<file path="src/rtl/serial_arith_pkg.sv">
// Shared definitions for the serial arithmetic blocks.
// State encoding, operand width and default mask/key values.
package serial_arith_pkg;

    localparam int WIDTH = 8;
    localparam int CNT_W = $clog2(WIDTH);

    localparam logic [WIDTH-1:0] DEF_A_MASK = 8'hC1;
    localparam logic [WIDTH-1:0] DEF_B_MASK = 8'hC7;
    localparam logic [WIDTH-1:0] DEF_KEY    = 8'hA5;

    typedef enum logic [2:0] {
        IDLE = 3'd0,
        SUB  = 3'd1,
        DONE = 3'd2,
        DLY0 = 3'd3,
        DLY1 = 3'd4,
        DLY2 = 3'd5,
        DLY3 = 3'd6,
        DLY4 = 3'd7
    } state_t;

endpackage

</file>
<file path="src/rtl/full_sub_bit.sv">
// Combinational 1-bit full subtractor: d = a - b - bin.
module full_sub_bit (
    input  logic a,
    input  logic b,
    input  logic bin,
    output logic d,
    output logic bout
);

    assign d    = a ^ b ^ bin;
    assign bout = (~a & b) | (~a & bin) | (b & bin);

endmodule

</file>
<file path="src/rtl/sub_serial.sv">
// Bit-serial masked 8-bit subtractor, LSB first, with a key-gated
// control FSM that runs a decoy chain on a wrong key.
module sub_serial
    import serial_arith_pkg::*;
#(
    parameter logic [WIDTH-1:0] A_MASK = DEF_A_MASK,
    parameter logic [WIDTH-1:0] B_MASK = DEF_B_MASK,
    parameter logic [WIDTH-1:0] KEY    = DEF_KEY
) (
    input  logic             clk,
    input  logic             rst,
    input  logic             en,
    input  logic [WIDTH-1:0] key,
    input  logic [WIDTH-1:0] a,
    input  logic [WIDTH-1:0] b,
    output logic [WIDTH-1:0] out,
    output logic             borrow_out,
    output logic             done,
    output logic             busy
);

    state_t             state;
    state_t             state_n;
    logic [WIDTH-1:0]   a_reg;
    logic [WIDTH-1:0]   b_reg;
    logic [CNT_W-1:0]   count;
    logic               borrow;
    logic               load;
    logic               shift;
    logic               last;
    logic               d_bit;
    logic               b_next;

    full_sub_bit u_bit (
        .a    (a_reg[0]),
        .b    (b_reg[0]),
        .bin  (borrow),
        .d    (d_bit),
        .bout (b_next)
    );

    assign last = (count == CNT_W'(WIDTH - 1));

    always_ff @(posedge clk or negedge rst) begin
        if (!rst) begin
            state <= IDLE;
        end else begin
            state <= state_n;
        end
    end

    always_comb begin
        state_n = state;
        load    = 1'b0;
        shift   = 1'b0;
        unique case (state)
            IDLE, DONE: begin
                if (en) begin
                    if (key == KEY) begin
                        load    = 1'b1;
                        state_n = SUB;
                    end else begin
                        state_n = DLY0;
                    end
                end else begin
                    state_n = IDLE;
                end
            end
            SUB: begin
                shift = 1'b1;
                if (last) begin
                    state_n = DONE;
                end
            end
            DLY0: state_n = DLY1;
            DLY1: state_n = DLY2;
            DLY2: state_n = DLY3;
            DLY3: state_n = DLY4;
            DLY4: state_n = IDLE;
        endcase
    end

    // Decoy states fall through both branches, so the datapath holds.
    always_ff @(posedge clk or negedge rst) begin
        if (!rst) begin
            a_reg      <= '0;
            b_reg      <= '0;
            out        <= '0;
            count      <= '0;
            borrow     <= 1'b0;
            borrow_out <= 1'b0;
        end else if (load) begin
            a_reg  <= a ^ A_MASK;
            b_reg  <= b ^ B_MASK;
            out    <= '0;
            count  <= '0;
            borrow <= 1'b0;
        end else if (shift) begin
            a_reg  <= a_reg >> 1;
            b_reg  <= b_reg >> 1;
            out    <= {d_bit, out[WIDTH-1:1]};
            count  <= count + 1'b1;
            borrow <= b_next;
            if (last) begin
                borrow_out <= b_next;
            end
        end
    end

    assign done = (state == DONE);
    assign busy = (state == SUB) || (state >= DLY0);

endmodule

</file>
<file path="config.mk">
export PLATFORM = sky130hd
export DESIGN_NAME = sub_serial
export DESIGN_NICKNAME = d
export VERILOG_FILES = /design/src/rtl/serial_arith_pkg.sv /design/src/rtl/full_sub_bit.sv /design/src/rtl/sub_serial.sv
export SDC_FILE = /design/constraint.sdc
export NUM_CORES = 1
export LEC_CHECK = 0
export ABC_AREA = 1
export CAP_MARGIN = 10
export CORE_UTILIZATION = 53
export DETAILED_ROUTE_END_ITERATION = 8
export HOLD_SLACK_MARGIN = 0.03
export PLACE_DENSITY = 0.84
export SETUP_SLACK_MARGIN = 0.02
export SLEW_MARGIN = 20
export SYNTH_ARGS = -nofsm -noshare
export SYNTH_HDL_FRONTEND = slang
export SYNTH_SLANG_ARGS = --single-unit
</file>
<file path="constraint.sdc">
create_clock -name clk -period 2.45 [get_ports clk]
set_input_delay 0.6125 -clock clk [delete_from_list [all_inputs] [get_ports clk]]
set_output_delay 0.6125 -clock clk [all_outputs]
set_load 0.005 [all_outputs]
</file>
==> flow_summary.toml <==
[die]
die_w_um = 57.06
row_cnt = 19
die_y_um = 57.06
design.core.area_um2 = 2805
floorplan.initialDensity_pct = 57.27
num_io_pins = 38
die_area_um2 = 3255

[routing]
routedWlPerCell_um = 12.17
detail_route.drc_violations = 4
wl_met2_um = 1682
via_per_inst = 5.215
routed.top_layer = "met4"
met1_length_um = 1248
final_antenna_net_count = 0
wl_um = 3177
met3RoutedLength_um = 146
detail_route.iter0.violations = 68
first_pass_iters = 6
routed-via-count = 1361

[synthesis]
async_reset_ff_share_pct = 100.0
flops_latches_synth = 32
synth_sequential_area_ratio_pct = 49.84
synthesis.instances = 190
yosysUniqueCellTypes = 24
synth-edff-count = 0
area_contributors_post_synth = "sky130_fd_sc_hd__dfrtp_1, sky130_fd_sc_hd__nand2_1, sky130_fd_sc_hd__nand3_1"
yosys.area.top_type_share_pct = 49.84
syn_avg_cell_area_um2 = 8.455
post_synth_instance_area_um2 = 1607
synth_top_cell_by_area = "sky130_fd_sc_hd__dfrtp_1"
synth_fp_nets = 220
commonest_register_cell_after_synthesis = "sky130_fd_sc_hd__dfrtp_1"
yosys_warnings = 0

[finish]
multi_input_area_um2 = 644.4
layout_commonest_cell = "sky130_fd_sc_hd__nand2_1"
most-common-layout-cells = "sky130_fd_sc_hd__nand2_1, sky130_fd_sc_hd__clkdlybuf4s50_1, sky130_fd_sc_hd__dfrtp_1"
post-route-util_pct = 72.88
num_antenna_cells = 0
fillCellCount = 226
post-route-cell-area_um2 = 2044
final_layout_size_suffix_gt1_share_pct = 11.30
area.sequential_um2 = 800.8
flow.area_growth_from_synthesis_pct = 27.26
nets = 259

[setup_path]
worst_setup_path_start_kind = "flop"
cp_data_arrival_time_ps = 1590
crit_path_max_incr_delay_ps = 530
critPathSlowestCell = "sky130_fd_sc_hd__clkdlybuf4s50_1"
path_cells = "nor3_1, clkdlybuf4s50_1"
crit_path_end_kind = "output pin"
worst_ep_required_time_ps = 1840
worstPathMaxFanout = 7
critPathKind = "flop to output pin"

[global_route]
antenna_violations_before_repair = 0
grt_start_max_net_pins = 33
grt_first_pass_wirelength_um = 5485
grt_usage_pct = 22.67
gr-total-overflow = 0
grt_pass1_vias = 1340

[sta]
worst_pin_slew_ps = 405.3
setup_viol = 0
max-slew-margin-rel_pct = 72.98
fmaxAchievable_mhz = 453.4
rsz_0062_raised_after_global_routing = "false"
report.final.slew_viol_count = 0
final_critical_path_setup_slack_ps = 244.5
timing.clock.skew_ps = 10.86
finalSetupTns_ps = 0
hold_viol_final = 0
final_min_period_over_clock_period_pct = 90.02
final_min_period_ps = 2206

[pwr]
intPower_mw = 1.251
seq_power_share_pct = 43.1
clock_power_share_pct = 21.1
power.share.switching_pct = 35.70
power_per_cell_area_nw_per_um2 = 952.0
vdd_ir_drop_max_mv = 0.6132
switchingPower_mw = 0.6949
p_leak_nw = 1.051
combPwrFrac_pct = 35.8

[run_status]
failing_checks = "design-rule violations"
run_status = "finished with violations"

[clock_tree]
clock_tree.buffer_depth = 2
path_clk_slew_ps = 110
clock-root-buffer = "sky130_fd_sc_hd__clkbuf_4"
ctsResizeCount = 0
cts_inserted_buffers = 5
clock_sink_count = 32
post-cts-setup-buffers = 0
clock_tree.htree_level_count = 2
cts_tree = "yes"
cts_hold_buf = 0
worstSkewPairLatency_ps = 350

[min_path]
min-delay-path-class = "flop to flop"

[place]
placedInstanceArea_um2 = 1964
place_congestion = 0.7783
place_hpwl_um = 2282
io_buffers = 37
dp_worst_setup_slack_ps = 319.8

[job]
drv.max_cap_violation_count = 0
## kinds of logic after synthesis
logic type | count (synthesis) | synth area share, %
multiplexers | 1 | 0.6231
buffers and inverters | 30 | 10.05
adder cells (fa/ha/maj) | 3 | 2.804
XOR/XNOR | 1 | 0.5453
AND/OR/NAND/NOR | 115 | 33.64
flip-flops | 32 | 49.84
AO/OA/AOI/OAI | 8 | 2.492
## layout make-up
type / instances / share of cell area [%]
sequential: 32 / 39.17
multi-input combinational: 128 / 31.52
timing repair buffer: 40 / 19.22
inverter: 22 / 4.284
clock inverter: 3 / 2.081
tap: 31 / 1.897
clock buffer: 5 / 1.836
## power by group through the flow
stage          Sequential [mW]  Combinational (mW)  Clock (mW)
2_1_floorplan            0.814               0.462           0
3_3_place_gp             0.842               0.676           0
3_5_place_dp             0.853               0.701           0
4_1_cts                  0.843               0.703       0.418
5_1_grt                  0.862               0.792       0.440
6_report                 0.839               0.697       0.411
## critical path: cells and delay by family, from the launching register on
family | cells | cell delay (ps)
buffers and inverters | 1 | 530
DFF | 1 | 510
and+or+nand+nor | 1 | 220
## through the flow
step | instances | hold WS (ps) | power, mW
6_report | 261 | 491.3 | 1.946
5_1_grt | 261 | 509.1 | 2.094
4_1_cts | 261 | 496.2 | 1.965
3_5_place_dp | 253 | 469.4 | 1.554
3_3_place_gp | 253 | 454.0 | 1.518
2_1_floorplan | 190 | 316.9 | 1.277
## worst paths after layout
path,from,depth (start not counted),slack (ps),end
hold / removal,count[1],2,490,count[1]
setup / recovery,state[2],2,240,done
hold reg to reg,count[1],2,490,count[1]
min in group asynchronous,rst,2,650,out[0]
setup reg to reg,state[0],7,1000,b_reg[0]
max in group asynchronous,rst,2,1500,a_reg[5]
## metal layers
metal / track usage [%] / vias to the layer above
li1: - / 668
met5: 0 / -
met1: 23.90 / 637
met2: 40.50 / 45
met4: 12.89 / 0
met3: 6.349 / 11
## cells in the mapped netlist (all sizes together), types with 2 or more instances
master  number
buf          8
o21ai        6
or2          3
nor2         8
inv         22
a21oi        2
ha           2
dfrtp       32
nand3       32
nand2       70
(Power assumes the default switching activity.)
